### config.mk
export PLATFORM = sky130hd
export DESIGN_NAME = pmem_line_adapter
export DESIGN_NICKNAME = d
export VERILOG_FILES = /design/src/rtl/pmem_line_adapter.sv
export SDC_FILE = /design/constraint.sdc
export NUM_CORES = 1
export LEC_CHECK = 0
export ABC_CLOCK_PERIOD_IN_PS = 6300
export BUFFER_PORTS_ARGS = -buffer_cell sky130_fd_sc_hd__buf_2
export CORE_MARGIN = 2
export CORE_UTILIZATION = 45
export DETAILED_ROUTE_END_ITERATION = 12
export PLACE_DENSITY = 0.75
export SETUP_SLACK_MARGIN = 0.15
export SLEW_MARGIN = 10
export SYNTH_ARGS = -nofsm -noshare
export SYNTH_HDL_FRONTEND = slang
export SYNTH_SLANG_ARGS = --single-unit
### constraint.sdc
create_clock -name clk -period 6.3 [get_ports clk]
set_input_delay 1.26 -clock clk [delete_from_list [all_inputs] [get_ports clk]]
set_output_delay 1.26 -clock clk [all_outputs]
set_load 0.005 [all_outputs]
### src/rtl/pmem_line_adapter.sv
// rtl/pmem_line_adapter.sv - 128-bit wishbone line to 4x32-bit narrow memory beat adapter
// Reads reassemble four beats into DAT_S; writes skip beats whose byte-enable nibble is zero.
module pmem_line_adapter (
  input  logic         clk,
  input  logic         rst,
  input  logic         CYC,
  input  logic         STB,
  input  logic         WE,
  input  logic [11:0]  ADR,
  input  logic [15:0]  SEL,
  input  logic [127:0] DAT_M,
  output logic [127:0] DAT_S,
  output logic         ACK,
  output logic         mem_read,
  output logic         mem_write,
  output logic [15:0]  mem_address,
  output logic [31:0]  mem_wdata,
  output logic [3:0]   mem_byte_en,
  input  logic [31:0]  mem_rdata,
  input  logic         mem_resp
);

  typedef enum logic [1:0] {S_IDLE, S_READ, S_WRITE, S_DONE} state_t;

  state_t         state_q, state_d;
  logic [1:0]     beat_q, beat_d;
  logic [11:0]    adr_q, adr_d;
  logic [15:0]    sel_q, sel_d;
  logic [127:0]   line_q, line_d;
  logic [127:0]   rbuf_q, rbuf_d;

  logic [3:0]     nz_in, nz_q;
  logic [2:0]     first_in, next_q;

  // Returns {found, index} of the lowest set bit.
  function automatic logic [2:0] lowest_set(input logic [3:0] v);
    logic [2:0] res;
    res = 3'b000;
    for (int i = 3; i >= 0; i--) begin
      if (v[i]) res = {1'b1, 2'(i)};
    end
    return res;
  endfunction

  always_comb begin
    for (int k = 0; k < 4; k++) begin
      nz_in[k] = |SEL[4*k +: 4];
      nz_q[k]  = |sel_q[4*k +: 4];
    end
    first_in = lowest_set(nz_in);
    next_q   = lowest_set(nz_q & (4'b1110 << beat_q));
  end

  always_ff @(posedge clk) begin
    if (rst) begin
      state_q <= S_IDLE;
      beat_q  <= 2'd0;
      adr_q   <= 12'd0;
      sel_q   <= 16'd0;
      line_q  <= 128'd0;
      rbuf_q  <= 128'd0;
    end else begin
      state_q <= state_d;
      beat_q  <= beat_d;
      adr_q   <= adr_d;
      sel_q   <= sel_d;
      line_q  <= line_d;
      rbuf_q  <= rbuf_d;
    end
  end

  always_comb begin
    state_d = state_q;
    beat_d  = beat_q;
    adr_d   = adr_q;
    sel_d   = sel_q;
    line_d  = line_q;
    rbuf_d  = rbuf_q;
    case (state_q)
      S_IDLE: begin
        if (CYC && STB) begin
          adr_d  = ADR;
          sel_d  = SEL;
          line_d = DAT_M;
          if (!WE) begin
            beat_d  = 2'd0;
            state_d = S_READ;
          end else if (first_in[2]) begin
            beat_d  = first_in[1:0];
            state_d = S_WRITE;
          end else begin
            beat_d  = 2'd0;
            state_d = S_DONE;
          end
        end
      end
      S_READ: begin
        if (mem_resp) begin
          rbuf_d[{beat_q, 5'b00000} +: 32] = mem_rdata;
          beat_d = beat_q + 2'd1;
          if (beat_q == 2'd3) state_d = S_DONE;
        end
      end
      S_WRITE: begin
        if (mem_resp) begin
          if (next_q[2]) beat_d = next_q[1:0];
          else           state_d = S_DONE;
        end
      end
      default: state_d = S_IDLE;
    endcase
  end

  always_comb begin
    mem_read    = (state_q == S_READ);
    mem_write   = (state_q == S_WRITE);
    mem_address = 16'd0;
    mem_wdata   = 32'd0;
    mem_byte_en = 4'd0;
    if (state_q == S_READ || state_q == S_WRITE)
      mem_address = {adr_q, beat_q, 2'b00};
    if (state_q == S_WRITE) begin
      mem_wdata   = line_q[{beat_q, 5'b00000} +: 32];
      mem_byte_en = sel_q[{beat_q, 2'b00} +: 4];
    end
    // ACK follows CYC so a master that abandoned the cycle never sees it.
    ACK   = (state_q == S_DONE) && CYC;
    DAT_S = rbuf_q;
  end

endmodule

; ---- Yosys cells after proc, flatten, opt, wreduce, memory -nomap -nowiden
; Cells that the tools add are included.
[totals]
register_bits = 288
latchBits = 0
ramBits = 0
rom_bits = 0
in_bits = 194
out_inout_bits = 183
word_cells = 68
mem_count = 0
[classes]
add_sub_neg = 2
multipliers = 0
div_mod_pow = 0
order_cmp = 0
n_eq_ne = 10
n_shift = 5
muxes = 27
bitwise_logic = 1
n_reduce_logical = 17
[ops]
columns = cell, count
row1 = bitwise mux 128 bit, 1
row2 = variable shift 32 x 9 -> 128 bit (first input constant), 1
row3 = variable part select 128 x 8 -> 32 bit, 1
row4 = variable part select 32 x 9 -> 128 bit, 1
row5 = two-way mux 32 bit, 1
row6 = OR reduction 4 bit, 8
row7 = two-way mux 2 bit, 12
row8 = two-way mux 3 bit, 8
row9 = two-way mux 16 bit, 1
row10 = variable part select 16 x 5 -> 4 bit, 1
row11 = one-hot mux 2 bit (3 select lines), 2
row12 = AND reduction 5 bit, 2
row13 = negation 7 -> 9 bit, 1
row14 = != test 2 x 1 -> 1 bit (second input constant), 4
row15 = == test 2 bit (second input constant), 3
row16 = bitwise AND 4 bit, 1
row17 = two-way mux 4 bit, 1
row18 = != test 2 bit (second input constant), 2
row19 = AND reduction 2 bit, 2
row20 = << shifter 4 x 2 -> 4 bit (first input constant), 1
row21 = nonzero test 3 bit, 1
row22 = adder 2 x 1 -> 2 bit (second input constant), 1
row23 = == test 2 x 1 -> 1 bit (second input constant), 1
row24 = logical AND 1 bit, 2
row25 = other kinds (3), 3

; ---- Depth between registers and ports, before layout
[depth]
ltp_word = 9
mapped_depth = 9
depth_no_buf = 7

; ---- Least setup slack after synthesis
; No wires, ideal clock.
[synth_timing]
path_kind = register to output
startpoint = register beat_q[0]
endpoint = output port mem_wdata[10]
t_arrival_ns = 1.623
required_time_ns = 5.040
path_slack_ns = 3.417
path_stages_with_launch = 5
path_buffers = 2
cell_sequence = dfxtp_1 > buf_4 > buf_4 > mux4_2 > and2_1
[synth_between]
elab_chain_cells = 2
[synth_rtl]
columns = item, line
row1 = from (decl), 26  ; logic [1:0] beat_q, beat_d;
row2 = from (signal assigned), 64  ; beat_q <= beat_d;
row3 = variable part select 128 x 8 -> 32 bit, 123  ; mem_wdata = line_q[{beat_q, 5'b00000} +: 32];
row4 = two-way mux 32 bit, 122  ; if (state_q == S_WRITE) begin
row5 = to (decl), 17  ; output logic [31:0] mem_wdata,
; Every way passes these cells.

; ---- Worst setup path after layout
[layout_timing]
startpoint = register beat_q[0]
endpoint = output port mem_wdata[26]
; The elaborated chain is that of the path after synthesis.

==> metrics.md <==
| Metric | Value |
|---|---|
| Final global-route overflow total | `0` |
| Largest net degree at the start of global routing | `around 150` |
| Synthesized area per cell | `8.841 µm²` |
| Post-Synthesis Cells | `1275` |
| Critical path class | `reg2out` |
| Slew HR | `0.2049` |
| Crit path arrival time | `2.43 ns` |
| Fin. max-slew vios | `0` |
| Reg clk slew, reported paths | `0.06 ns` |
| CP endpoint | `mem_wdata[26]` |
| Area share of the largest cell type after synthesis | `0.5115` |
| Area leader, netlist | `dfxtp_1` |
| H-tree Lvls | `1` |
| Die X | `between 150 and 200 µm` |
| VDD IR max | `between 300 and 400 µV` |
| Via count | `approximately 11000` |
| Clock Skew | `roughly 0.011 ns` |
| Pwr dens | `between 300 and 400 mW/mm²` |
| Largest cells by area after synthesis | `dfxtp_1, nand2_1, a22oi_1, mux4_2, a21oi_1` |
| R2R Path Start | `beat_q[1]` |
| Die area | `0.02633 mm²` |
| # fillers | `2134` |
| Synthesized cell area | `between 0.01 and 0.015 mm²` |
| Row count | `between 50 and 60` |
| Worst path required time | `between 5 and 6 ns` |
| DRT iter0 DRCs | `between 900 and 1000` |
| Actual slew at the worst max-slew pin | `between 1 and 1.5 ns` |
| IO Count | `between 300 and 400` |
| Register-to-Register Setup Slack | `3.32 ns` |
| Post-layout net count | `1792` |
| Crit. Startpoint | `beat_q[0]` |
| RSZ-0062 raised after global routing | `no` |
| Initial antenna violation count | `4` |
| Sequential share of the synthesized area | `0.5115` |
| Syn. warnings | `0` |
| First-pass GRT wire length | `between 50 and 60 mm` |
| Area Growth Syn to Fin | `26.55%` |
| CTS tree | `built` |
| Drt wl/cell | `roughly 18 µm` |
| Final instance area | `~0.014 mm²` |
| Final GP Congestion | `0.8822` |
| Status | `finished clean` |
| Distinct cell type count of the synthesized netlist | `39` |
| Crit. path cell count | `3` |
| RR Endpoint | `DAT_S[57]` |
| Crit path capture type | `output pin` |
| CP delay by family, top | `flip-flops` |
| Clock root cell | `clkbuf_16` |
| Hold-fix buffers at CTS | `0` |
| CTS Buf Count | `30` |
| Synth top cells by count | `nand2_1, dfxtp_1, a21oi_1, nor2_1, a22oi_1` |
| Share of layout cells above drive strength 1 | `0.3025` |
| Worst reg2reg path depth | `8` |
| Slowest Stage Delay on Critical Path | `about 0.93 ns` |
| Worst-path fanout max | `43` |
| Post-route ant nets | `0` |
| Hold depth | `2` |
| Setup total negative slack | `0 ns` |
| Leakage power | `about 0.006 µW` |
| Vias in the first global route | `10177` |
| Yosys reg bits | `288` |
| Clk sink count | `approximately 290` |
| Fraction of registers with async set/reset | `0` |
| Dpl hpwl | `between 20 and 25 mm` |
| Final Cycle Share | `0.5852` |
| Clock Path Buffers | `3` |
| Clk_lat worst skew | `~0.55 ns` |
| Core box area | `about 0.024 mm²` |
| Most numerous cell in the Yosys netlist | `nand2_1` |
| Crit path cell chain | `mux4_2 > and2_1 > buf_2` |
| Pre-antenna DRT Iters | `5` |
| Post-synth EDFFs | `0` |
| CTS resizes | `0` |
| Type of origin of the critical path | `flip-flop` |
| Hold violation count in the final report | `0` |
| Slowest-stage cell, CP | `dfxtp_4` |
| HP Class | `reg2reg` |
| Die Height | `~160 µm` |
| Min Tclk post-route | `3.687 ns` |
| Main synth FF type | `dfxtp_1` |
| Postcts setup bufs | `0` |
| IO Port Bufs | `~370` |
| Buf/Inv on CP | `1` |
| MaxCap Viol Count | `0` |
| Number of remaining DRC errors | `0` |
| Fmax | `0.2712 GHz` |
| Initial core utilization | `0.4608` |
| Routed WL | `approximately 34 mm` |
| Area post-placement | `approximately 0.013 mm²` |
| Final setup vio count | `0` |
| Vias/cell | `around 5.4` |
| Total track usage | `0.2455` |
## cells by family (layout without fill, tap and decap cells)
kind of cell / count (synthesis) / in the layout / synth area share
other cells: 1 / 5 / 0.0003327
compound gates: 299 / 299 / 0.1651
simple gates: 525 / 525 / 0.1960
fa+ha+maj: 11 / 11 / 0.01221
buf+inv: 113 / 447 / 0.04118
mux: 38 / 38 / 0.07370
flops: 288 / 288 / 0.5115
## cell type report
type / count / area [µm²] / area share
multi-input cells: 875 / 5092 / 0.3570
repair buffers: 386 / 1983 / 0.1390
flip-flops and latches: 288 / 5771 / 0.4045
clock inverters: 13 / 96.34 / 0.006754
well taps: 324 / 405.4 / 0.02842
diodes: 3 / 7.507 / 0.0005263
inverters: 6 / 22.52 / 0.001579
clock buffers: 42 / 887.1 / 0.06219
## metrics by stage
step	hold slack, ns	total power (µW)	util	instances	worst slack [ns]
6_report	0.4495	4522	0.5831	1937	2.613
4_1_cts	0.4502	4554	0.5828	1934	2.541
2_1_floorplan	0.4317	2568	-	1276	3.417
3_3_place_gp	0.4386	2804	0.5426	1879	3.019
3_5_place_dp	0.4420	2826	0.5426	1879	2.964
5_1_grt	0.4665	4723	0.5831	1937	2.450
## power breakdown
part | internal (µW) | switching (µW) | leakage [µW]
clock network | 1020 | 717 | 0.000495
registers | 1960 | 146 | 0.00234
logic | 303 | 375 | 0.00324
total | 3280 | 1240 | 0.00608
## flip-flops by register name, summed over array words and instances, names as in the netlist
signal   flops
beat_q       2
DAT_S      128
adr_q       12
line_q     128
sel_q       16
state_q      2
## layer usage
layer	track usage	vias to the layer above	wire length [µm]
met5	0	-	9
met4	0.07401	2	837
met3	0.06129	65	3144
met2	0.4265	491	16730
met1	0.3012	4984	13330
li1	-	4965	-
## worst min path at each step
stage	startpoint	to	slack (ns)
2_1_floorplan	adr_q[0]	adr_q[0]	0.43
3_3_place_gp	line_q[46]	line_q[46]	0.44
3_5_place_dp	adr_q[9]	adr_q[9]	0.44
4_1_cts	adr_q[9]	adr_q[9]	0.45
5_1_grt	adr_q[9]	adr_q[9]	0.47
6_report	adr_q[9]	adr_q[9]	0.45
## cells in the final DEF, fill, tap and decap left out, types with 5 or more instances in the layout
cell       count
ha_1          10
clkbuf_8       8
mux4_2        36
nand2_1      315
dfxtp_1      286
inv_1          5
nor2_1       132
and2_1        51
a21oi_1      158
clkinv_2      10
buf_2        373
a22oi_1      128
buf_4         11
clkbuf_16     31
## worst reg2reg max path, stage by stage (launching register included)
cell and delay, ns:
dfxtp_2 1.09, inv_1 0.28, ha_1 0.27, nand3_1 0.08, buf_4 0.42, nor4b_4 0.08, buf_4 0.29, a22oi_1 0.24
nor2_1 0.08
(Power assumes the default switching activity.)
